[config.mk]
export PLATFORM = sky130hd
export DESIGN_NAME = i2s_tx_slave
export DESIGN_NICKNAME = d
export VERILOG_FILES = /design/src/rtl/i2s_tx_slave.sv
export SDC_FILE = /design/constraint.sdc
export NUM_CORES = 1
export LEC_CHECK = 0
export BUFFER_PORTS_ARGS = -buffer_cell sky130_fd_sc_hd__buf_4
export CAP_MARGIN = 25
export CORE_MARGIN = 2
export CORE_UTILIZATION = 55
export DETAILED_ROUTE_END_ITERATION = 7
export GPL_ROUTABILITY_DRIVEN = 0
export PLACE_DENSITY = 0.73
export SYNTH_ARGS = -nofsm -noshare
export SYNTH_HDL_FRONTEND = slang
export SYNTH_SLANG_ARGS = --single-unit
[constraint.sdc]
create_clock -name clk_i -period 6.9 [get_ports clk_i]
set_input_delay 0.345 -clock clk_i [delete_from_list [all_inputs] [get_ports clk_i]]
set_output_delay 0.345 -clock clk_i [all_outputs]
set_load 0.02 [all_outputs]
[src/rtl/i2s_tx_slave.sv]
`default_nettype none
// ============================================================================
//  Module      : i2s_tx_slave
//  Description : Slave-mode I2S transmitter following an external ws/sck pair,
//                fed with stereo frames through a small valid/ready frame FIFO.
//  Revision    : 1.0 - initial release
// ============================================================================
module i2s_tx_slave #(
    parameter int SAMPLE_W   = 24,
    parameter int FIFO_DEPTH = 4
) (
    input  logic                          clk_i,
    input  logic                          rst_i,
    input  logic                          en,
    input  logic                          ws,
    input  logic                          sck,
    output logic                          sdi,
    input  logic                          s_valid,
    output logic                          s_ready,
    input  logic [SAMPLE_W-1:0]           s_left,
    input  logic [SAMPLE_W-1:0]           s_right,
    output logic [$clog2(FIFO_DEPTH):0]   fifo_level,
    output logic                          underrun
);

    localparam int                 c_PTR_W   = $clog2(FIFO_DEPTH);
    localparam int                 c_LVL_W   = c_PTR_W + 1;
    localparam logic [c_LVL_W-1:0] c_FULL    = c_LVL_W'(FIFO_DEPTH);
    localparam logic [c_LVL_W-1:0] c_LVL_ONE = c_LVL_W'(1);
    localparam logic [c_PTR_W-1:0] c_PTR_ONE = c_PTR_W'(1);

    logic                r_ws_s1, r_ws_s2, r_ws_last;
    logic                r_sck_s1, r_sck_s2, r_sck_prev;
    logic                r_active;
    logic                r_sdi;
    logic                r_underrun;
    logic [SAMPLE_W-1:0] r_shreg;
    logic [SAMPLE_W-1:0] r_held_right;
    logic [c_PTR_W-1:0]  r_wr_ptr, r_rd_ptr;
    logic [c_LVL_W-1:0]  r_level;
    logic [SAMPLE_W-1:0] r_fifo_l [FIFO_DEPTH];
    logic [SAMPLE_W-1:0] r_fifo_r [FIFO_DEPTH];

    logic w_fall, w_boundary, w_frame_start, w_empty, w_push, w_pop;

    assign w_fall        = r_sck_prev & ~r_sck_s2;
    assign w_boundary    = w_fall & (r_ws_s2 != r_ws_last);
    assign w_frame_start = w_boundary & ~r_ws_s2;
    assign w_empty       = (r_level == '0);
    assign w_pop         = w_frame_start & en & ~w_empty;
    assign w_push        = s_valid & s_ready;

    assign s_ready    = (r_level != c_FULL);
    assign fifo_level = r_level;
    assign sdi        = r_sdi;
    assign underrun   = r_underrun;

    // Serial side: synchronisers, falling-edge detect, shifter and word loading
    always_ff @(posedge clk_i or posedge rst_i) begin
        if (rst_i) begin
            r_ws_s1      <= 1'b0;
            r_ws_s2      <= 1'b0;
            r_ws_last    <= 1'b0;
            r_sck_s1     <= 1'b0;
            r_sck_s2     <= 1'b0;
            r_sck_prev   <= 1'b0;
            r_active     <= 1'b0;
            r_sdi        <= 1'b0;
            r_underrun   <= 1'b0;
            r_shreg      <= '0;
            r_held_right <= '0;
        end else begin
            r_ws_s1    <= ws;
            r_ws_s2    <= r_ws_s1;
            r_sck_s1   <= sck;
            r_sck_s2   <= r_sck_s1;
            r_sck_prev <= r_sck_s2;
            r_underrun <= 1'b0;
            if (w_fall) begin
                r_sdi     <= r_shreg[SAMPLE_W-1];
                r_ws_last <= r_ws_s2;
                if (w_frame_start) begin
                    r_active <= en;
                    if (en && !w_empty) begin
                        r_shreg      <= r_fifo_l[r_rd_ptr];
                        r_held_right <= r_fifo_r[r_rd_ptr];
                    end else begin
                        r_shreg      <= '0;
                        r_held_right <= '0;
                        r_underrun   <= en;
                    end
                end else if (w_boundary) begin
                    r_shreg <= r_active ? r_held_right : '0;
                end else begin
                    r_shreg <= r_shreg << 1;
                end
            end
        end
    end

    // Frame FIFO control; a pop that sees empty leaves a same-cycle push stored
    always_ff @(posedge clk_i or posedge rst_i) begin
        if (rst_i) begin
            r_wr_ptr <= '0;
            r_rd_ptr <= '0;
            r_level  <= '0;
        end else begin
            if (w_push) begin
                r_wr_ptr <= r_wr_ptr + c_PTR_ONE;
            end
            if (w_pop) begin
                r_rd_ptr <= r_rd_ptr + c_PTR_ONE;
            end
            if (w_push && !w_pop) begin
                r_level <= r_level + c_LVL_ONE;
            end else if (!w_push && w_pop) begin
                r_level <= r_level - c_LVL_ONE;
            end
        end
    end

    always_ff @(posedge clk_i) begin
        if (w_push) begin
            r_fifo_l[r_wr_ptr] <= s_left;
            r_fifo_r[r_wr_ptr] <= s_right;
        end
    end

endmodule
`default_nettype wire

## Word level (Yosys, flattened, before mapping)

Memories as Yosys holds them, arrays and structs flattened.
Cells that the tools add are included.

| operators by class | value |
|---|---|
| $add $sub $neg | 4 |
| equal/unequal tests | 2 |
| muxes and demuxes | 12 |
| bitwise logic cells | 9 |
| reduce and logical (&&, ||, !) cells | 9 |

Operator list:

| kind | count |
|---|---|
| 24-bit 2-to-1 mux | 5 |
| 1-bit bitwise AND | 6 |
| 3-bit 2-to-1 mux | 2 |
| 1-bit 2-to-1 mux | 5 |
| 2-bit by 1-bit adder with 2-bit output (second input constant) | 2 |
| 3-bit by 1-bit adder with 3-bit output (second input constant) | 1 |
| 1-bit logical AND | 3 |
| 1-bit logical NOT | 3 |
| 3-bit logical NOT | 1 |
| 3-bit inequality test (second input constant) | 1 |
| 1-bit inverter | 3 |
| 3-bit by 1-bit subtractor with 3-bit output (second input constant) | 1 |
| 2-bit AND reduction | 1 |
| 2-bit nonzero test | 1 |
| 1-bit inequality test | 1 |

| storage, ports and cells | value |
|---|---|
| flip-flop bits (word level) | 64 |
| RAM bits | 192 |
| output and inout bits | 6 |
| logic and storage cells | 52 |
| memories | 2 |

Memories:

| name | words | bits a word | read ports | clocked after Yosys merged registers in | wr ports | line | RTL |
|---|---|---|---|---|---|---|---|
| r_fifo_l | 4 | 24 | 1 | 0 | 1 | 41 | `logic [SAMPLE_W-1:0] r_fifo_l [FIFO_DEPTH];` |
| r_fifo_r | 4 | 24 | 1 | 0 | 1 | 42 | `logic [SAMPLE_W-1:0] r_fifo_r [FIFO_DEPTH];` |

## Logic depth before layout (Yosys ltp)

| logic depth | value |
|---|---|
| word-level depth | 9 |
| gate-level depth with buffers | 11 |
| depth with buffers taken out | 9 |

## Least setup slack after synthesis

No wires, ideal clock.

| timing path | value |
|---|---|
| path type | register to register |
| start | reg r_level[0] (netlist: fifo_level[0]) |
| end | mem r_fifo_l[0][0], enable pin |
| library setup time | 0.410 ns |
| data arrival time | 2.099 ns |
| data required time | 6.490 ns |
| slack | 4.391 ns |
| stages on the path, launching flop included | 4 |
| buffers on the path | 0 |
| cells stage by stage | dfrtp_1 -> nor2_1 -> a21boi_2 -> and2_1 |

| on the way | value |
|---|---|
| cells in the longest elaborated chain, start to end | 4 |

Ends and longest elaborated chain:

| element | line | RTL |
|---|---|---|
| from (decl) | 40 | `logic [c_LVL_W-1:0] r_level;` |
| from (signal assigned) | 115 | `r_level <= r_level + c_LVL_ONE;` |
| from (signal assigned) | 117 | `r_level <= r_level - c_LVL_ONE;` |
| 3-bit inequality test | 53 | `assign s_ready = (r_level != c_FULL);` |
| 1-bit bitwise AND | 51 | `assign w_push = s_valid & s_ready;` |
| named net w_push | 44 | `logic w_fall, w_boundary, w_frame_start, w_empty, w_push, w_pop;` |
| 1-bit 2-to-1 mux | 123 | `if (w_push) begin` |
| 1-bit 2-to-1 mux (not written as such) | 124 | `r_fifo_l[r_wr_ptr] <= s_left;` |
| to (decl) | 41 |  |

The timed path passes the listed nets, and every way through them passes these cells.

## Worst setup path after layout

| timing path | value |
|---|---|
| start | reg r_ws_s2 |
| end | reg r_level[1] (netlist: fifo_level[1]) |

| on the way | value |
|---|---|
| cells in the longest elaborated chain, start to end | 8 |

Ends and longest elaborated chain:

| element | line | RTL |
|---|---|---|
| from (decl) | 32 | `logic r_ws_s1, r_ws_s2, r_ws_last;` |
| from (signal assigned) | 74 | `r_ws_s2 <= r_ws_s1;` |
| 1-bit inequality test | 47 | `assign w_boundary = w_fall & (r_ws_s2 != r_ws_last);` |
| 1-bit bitwise AND | 47 |  |
| 1-bit bitwise AND (*) | 48 | `assign w_frame_start = w_boundary & ~r_ws_s2;` |
| 1-bit bitwise AND (*) (2 in series) | 50 | `assign w_pop = w_frame_start & en & ~w_empty;` |
| 1-bit logical NOT | 114 | `if (w_push && !w_pop) begin` |
| 1-bit logical AND | 114 |  |
| 3-bit 2-to-1 mux or 2-bit nonzero test (tied branches) | - |  |

Mark *: on every way between the ends. The rest lies on a longest branch, timed or not.
A chain may end at the register's enable or synchronous reset.

==> impl_metrics.xml <==
<?xml version="1.0" encoding="UTF-8"?>
<metrics>
  <group name="setup_path">
    <metric name="r2r_start" unit="">r_ws_s2$_DFF_PP0_</metric>
    <metric name="worst_ep_required" unit="ps">7300</metric>
    <metric name="cp_max_fo" unit="">49</metric>
    <metric name="worst_setup_path_startpoint" unit="">r_ws_s2$_DFF_PP0_</metric>
    <metric name="setup.reg_to_reg.worst_slack" unit="ps">4430</metric>
    <metric name="r2r_cells" unit="">7</metric>
    <metric name="arrival_time_of_data_at_the_critical_path_endpoint" unit="ps">2860</metric>
    <metric name="worstSetupEndpointType" unit="">register</metric>
    <metric name="cp-endpoint" unit="">fifo_level[1]$_DFFE_PP0P_</metric>
    <metric name="worstSetupPathType" unit="">reg -&gt; reg</metric>
    <metric name="worstReg2RegEnd" unit="">fifo_level[1]$_DFFE_PP0P_</metric>
    <metric name="cp_startpoint_kind" unit="">register</metric>
  </group>
  <group name="clock_network">
    <metric name="cts_inserted_buffers" unit="">26</metric>
    <metric name="postCtsSetupBuffers" unit="">0</metric>
    <metric name="h-tree-depth" unit="">1</metric>
    <metric name="tritoncts" unit="">yes</metric>
    <metric name="clkTransAtPathRegs" unit="ps">60</metric>
    <metric name="cts_sinks" unit="">256</metric>
    <metric name="clock_tree.buffer_depth" unit="">3</metric>
    <metric name="insertion_delay" unit="ps">520</metric>
    <metric name="root_buffer" unit="">sky130_fd_sc_hd__clkbuf_16</metric>
  </group>
  <group name="place">
    <metric name="buffer_ports.inserted" unit="">59</metric>
    <metric name="place_hpwl" unit="um">9920</metric>
    <metric name="post_dp_area" unit="um^2">10300</metric>
  </group>
  <group name="die">
    <metric name="fp.dieW" unit="um">137</metric>
    <metric name="std_cell_rows" unit="">48</metric>
    <metric name="ios" unit="">60</metric>
    <metric name="core_area" unit="um^2">17300</metric>
    <metric name="fp.dieH" unit="um">137</metric>
    <metric name="die-area" unit="um^2">18800</metric>
    <metric name="initial_core_util" unit="">0.563</metric>
  </group>
  <group name="cells_and_area">
    <metric name="num_antenna_cells" unit="">0</metric>
    <metric name="finish.instance_area" unit="um^2">11300</metric>
    <metric name="layout.core_utilization" unit="">0.652</metric>
    <metric name="area.growth.synth_to_final" unit="%">15.7</metric>
    <metric name="final_nets" unit="">605</metric>
    <metric name="share_of_post_route_cells_with_drive_strength_above_1" unit="">0.308</metric>
  </group>
  <group name="timing">
    <metric name="timing.final.crit_share" unit="">0.357</metric>
    <metric name="timing.final.hold_violations" unit="">0</metric>
    <metric name="rsz0062_at_grt" unit="">false</metric>
    <metric name="fin_tns_setup" unit="ps">0</metric>
    <metric name="tightestPinTransition" unit="ps">1010</metric>
    <metric name="setup_violating_endpoint_count_in_the_final_report" unit="">0</metric>
    <metric name="timing.max_slew.rel_slack" unit="">0.329</metric>
    <metric name="timing.final.crit_period" unit="ps">2470</metric>
    <metric name="timing.final.max_slew_violations" unit="">0</metric>
    <metric name="clock.fmax" unit="MHz">406</metric>
    <metric name="finalClockSkew" unit="ps">11.3</metric>
  </group>
  <group name="detailed_routing">
    <metric name="drc_errors" unit="">0</metric>
    <metric name="drt-wirelength-per-cell" unit="um">22.0</metric>
    <metric name="via_count" unit="">4717</metric>
    <metric name="postRouteWirelength" unit="um">17400</metric>
    <metric name="drt_first_pass_iters" unit="">5</metric>
    <metric name="postRouteAntennaNets" unit="">0</metric>
    <metric name="via_cell_ratio" unit="">5.97</metric>
    <metric name="drt_iter0_markers" unit="">421</metric>
  </group>
  <group name="yosys">
    <metric name="synthesis.nets" unit="">534</metric>
    <metric name="synth_warnings" unit="">0</metric>
    <metric name="post_synth_num_cell_types" unit="">34</metric>
    <metric name="synth.yosys.seq_area_share" unit="">0.756</metric>
    <metric name="average_footprint_of_a_synthesized_cell" unit="um^2">20.6</metric>
    <metric name="synth_area" unit="um^2">9740</metric>
    <metric name="post_synth_inst_count" unit="">474</metric>
    <metric name="synth.ff_latch_count" unit="">256</metric>
  </group>
  <group name="global_routing">
    <metric name="grt_pass1_vias" unit="">4927</metric>
    <metric name="grt_usage" unit="">0.192</metric>
    <metric name="grt_max_degree" unit="">65</metric>
    <metric name="wire_length_of_the_first_global_routing_pass" unit="um">27200</metric>
    <metric name="grt.overflow.total" unit="">0</metric>
    <metric name="antenna_found_initial" unit="">0</metric>
  </group>
  <group name="worst_hold_path">
    <metric name="worst_hold_path_type" unit="">in -&gt; reg</metric>
  </group>
  <group name="status">
    <metric name="status" unit="">finished, final reports clean</metric>
  </group>
  <group name="power">
    <metric name="p_leak" unit="nW">3.99</metric>
    <metric name="max-vdd-ir-drop" unit="uV">290</metric>
    <metric name="power_per_cell_area" unit="nW/um^2">397</metric>
  </group>
  <group name="run">
    <metric name="max_cap_viol_count" unit="">0</metric>
  </group>
</metrics>
-- report_power, final --
part	leakage, nW	switching [mW]	internal [mW]	total [mW]
sequential	2.54	0.124	2.02	2.15
clock	0.427	0.545	0.847	1.39
combinational	1.02	0.501	0.440	0.940
total	3.99	1.17	3.31	4.48
-- cell usage in the layout (no fill, tap or decap), types with 2 or more instances in the layout --
cell	Yosys	layout
sky130_fd_sc_hd__edfxtp_1	192	192
sky130_fd_sc_hd__buf_4	6	66
sky130_fd_sc_hd__dfrtp_1	64	62
sky130_fd_sc_hd__mux4_2	48	48
sky130_fd_sc_hd__clkbuf_16	0	27
sky130_fd_sc_hd__nor2_1	26	26
sky130_fd_sc_hd__a22o_1	24	24
sky130_fd_sc_hd__a221oi_1	23	23
sky130_fd_sc_hd__o2bb2ai_1	23	23
sky130_fd_sc_hd__nand2_1	7	7
sky130_fd_sc_hd__ha_1	5	5
sky130_fd_sc_hd__clkinv_1	0	5
sky130_fd_sc_hd__clkbuf_1	7	5
sky130_fd_sc_hd__and2_2	0	4
sky130_fd_sc_hd__xnor2_1	5	4
sky130_fd_sc_hd__clkinv_2	0	4
sky130_fd_sc_hd__inv_1	4	3
sky130_fd_sc_hd__mux2_2	3	3
sky130_fd_sc_hd__bufinv_16	0	3
sky130_fd_sc_hd__inv_2	1	2
sky130_fd_sc_hd__xor2_1	2	2
sky130_fd_sc_hd__clkinv_4	0	2
sky130_fd_sc_hd__clkbuf_8	0	2
sky130_fd_sc_hd__dlygate4sd3_1	0	2
sky130_fd_sc_hd__buf_6	7	2
sky130_fd_sc_hd__buf_8	0	2
sky130_fd_sc_hd__dfrtp_2	0	2
-- cell families after synthesis --
logic type / Yosys count / synth area share
AND/OR/NAND/NOR: 45 / 0.0223
AO/OA/AOI/OAI: 74 / 0.0670
buffers and inverters: 35 / 0.0254
flip-flops: 256 / 0.756
XOR/XNOR: 7 / 0.00629
adder cells (fa/ha/maj): 6 / 0.00847
multiplexers: 51 / 0.114
-- what timing repair did --
item                      CTS  global route
hold buffers                2             0
hold endpoints to repair    2             0
gates resized for setup     0             0
-- per-stage QoR --
stage                     cells  setup slack [ps]  hold WS [ps]  power, mW
after floorplan             474              4390           331       2.83
after global placement      735              4040           385       3.07
after detailed placement    736              3950           370       3.11
after CTS                   786              3920          10.6       4.51
after global routing        790              4290          7.67       4.68
final                       790              4430          29.3       4.48
-- worst max-delay path, cell delays in order, from the launching register on --
cell                       delay (ps)
sky130_fd_sc_hd__dfrtp_1          430
sky130_fd_sc_hd__and4bb_4         380
sky130_fd_sc_hd__and2_4           500
sky130_fd_sc_hd__inv_2             90
sky130_fd_sc_hd__ha_1             220
sky130_fd_sc_hd__inv_1             70
sky130_fd_sc_hd__fa_1             400
sky130_fd_sc_hd__mux2_2           260
-- per-layer routing --
metal	vias to the layer above	routed length (um)	track usage	part of all wire
met1	2473	7380	0.268	0.42
met2	127	8760	0.320	0.50
met5	-	0	0	0
met4	0	345	0.0475	0.020
li1	2084	-	-	-
met3	33	909	0.0341	0.052
-- sequential cells by signal, indices dropped and copies added, names as in the netlist, 2 cells and up --
register      cells
r_held_right     24
r_shreg          24
fifo_level        3
r_fifo_r         96
r_rd_ptr          2
r_fifo_l         96
r_wr_ptr          2
-- cell usage after synthesis --
cell type,number,share of area
sky130_fd_sc_hd__a21boi_2,1,0.0012
sky130_fd_sc_hd__a21oi_1,1,0.00051
sky130_fd_sc_hd__a221oi_1,23,0.021
sky130_fd_sc_hd__a22o_1,24,0.022
sky130_fd_sc_hd__and2_1,4,0.0026
sky130_fd_sc_hd__and2_4,1,0.00090
sky130_fd_sc_hd__and3b_1,1,0.00090
sky130_fd_sc_hd__and4b_1,1,0.0010
sky130_fd_sc_hd__and4bb_4,1,0.0017
sky130_fd_sc_hd__buf_1,1,0.00038
sky130_fd_sc_hd__buf_12,2,0.0041
sky130_fd_sc_hd__buf_2,7,0.0036
sky130_fd_sc_hd__buf_4,6,0.0046
sky130_fd_sc_hd__buf_6,7,0.0081
sky130_fd_sc_hd__clkbuf_1,7,0.0027
sky130_fd_sc_hd__dfrtp_1,64,0.16
sky130_fd_sc_hd__edfxtp_1,192,0.59
sky130_fd_sc_hd__fa_1,1,0.0021
sky130_fd_sc_hd__ha_1,5,0.0064
sky130_fd_sc_hd__inv_1,4,0.0015
sky130_fd_sc_hd__inv_2,1,0.00038
sky130_fd_sc_hd__mux2_2,3,0.0035
sky130_fd_sc_hd__mux4_2,48,0.11
sky130_fd_sc_hd__nand2_1,7,0.0027
sky130_fd_sc_hd__nand2b_1,1,0.00064
sky130_fd_sc_hd__nand3_1,1,0.00051
sky130_fd_sc_hd__nand3b_1,1,0.00077
sky130_fd_sc_hd__nor2_1,26,0.010
sky130_fd_sc_hd__nor2b_1,1,0.00064
sky130_fd_sc_hd__o2bb2ai_1,23,0.021
sky130_fd_sc_hd__o2bb2ai_2,1,0.0015
sky130_fd_sc_hd__o31a_1,1,0.00090
sky130_fd_sc_hd__xnor2_1,5,0.0045
sky130_fd_sc_hd__xor2_1,2,0.0018
-- cell type report --
class / instances / area [um^2]
sequential: 256 / 7370
fill: 1147 / 6020
multi-input combinational: 183 / 2140
clock buffer: 34 / 722
timing repair buffer: 73 / 596
tap: 225 / 282
clock inverter: 14 / 146
inverter: 5 / 18.8
-- worst min-delay path by stage --
stage                                 to  depth (start not counted)               start  slack [ps]
2_1_floorplan         r_sck_s2$_DFF_PP0_                          0  r_sck_s1$_DFF_PP0_         330
3_3_place_gp          r_sck_s2$_DFF_PP0_                          0  r_sck_s1$_DFF_PP0_         390
3_5_place_dp           r_ws_s2$_DFF_PP0_                          0   r_ws_s1$_DFF_PP0_         370
4_1_cts        r_fifo_l[0][16]$_DFFE_PP_                          1          s_left[16]          10
5_1_grt        r_fifo_r[3][16]$_DFFE_PP_                          1         s_right[16]           8
6_report       r_fifo_r[2][11]$_DFFE_PP_                          1         s_right[11]          30
No activity file was read; power rests on OpenSTA's default activity.
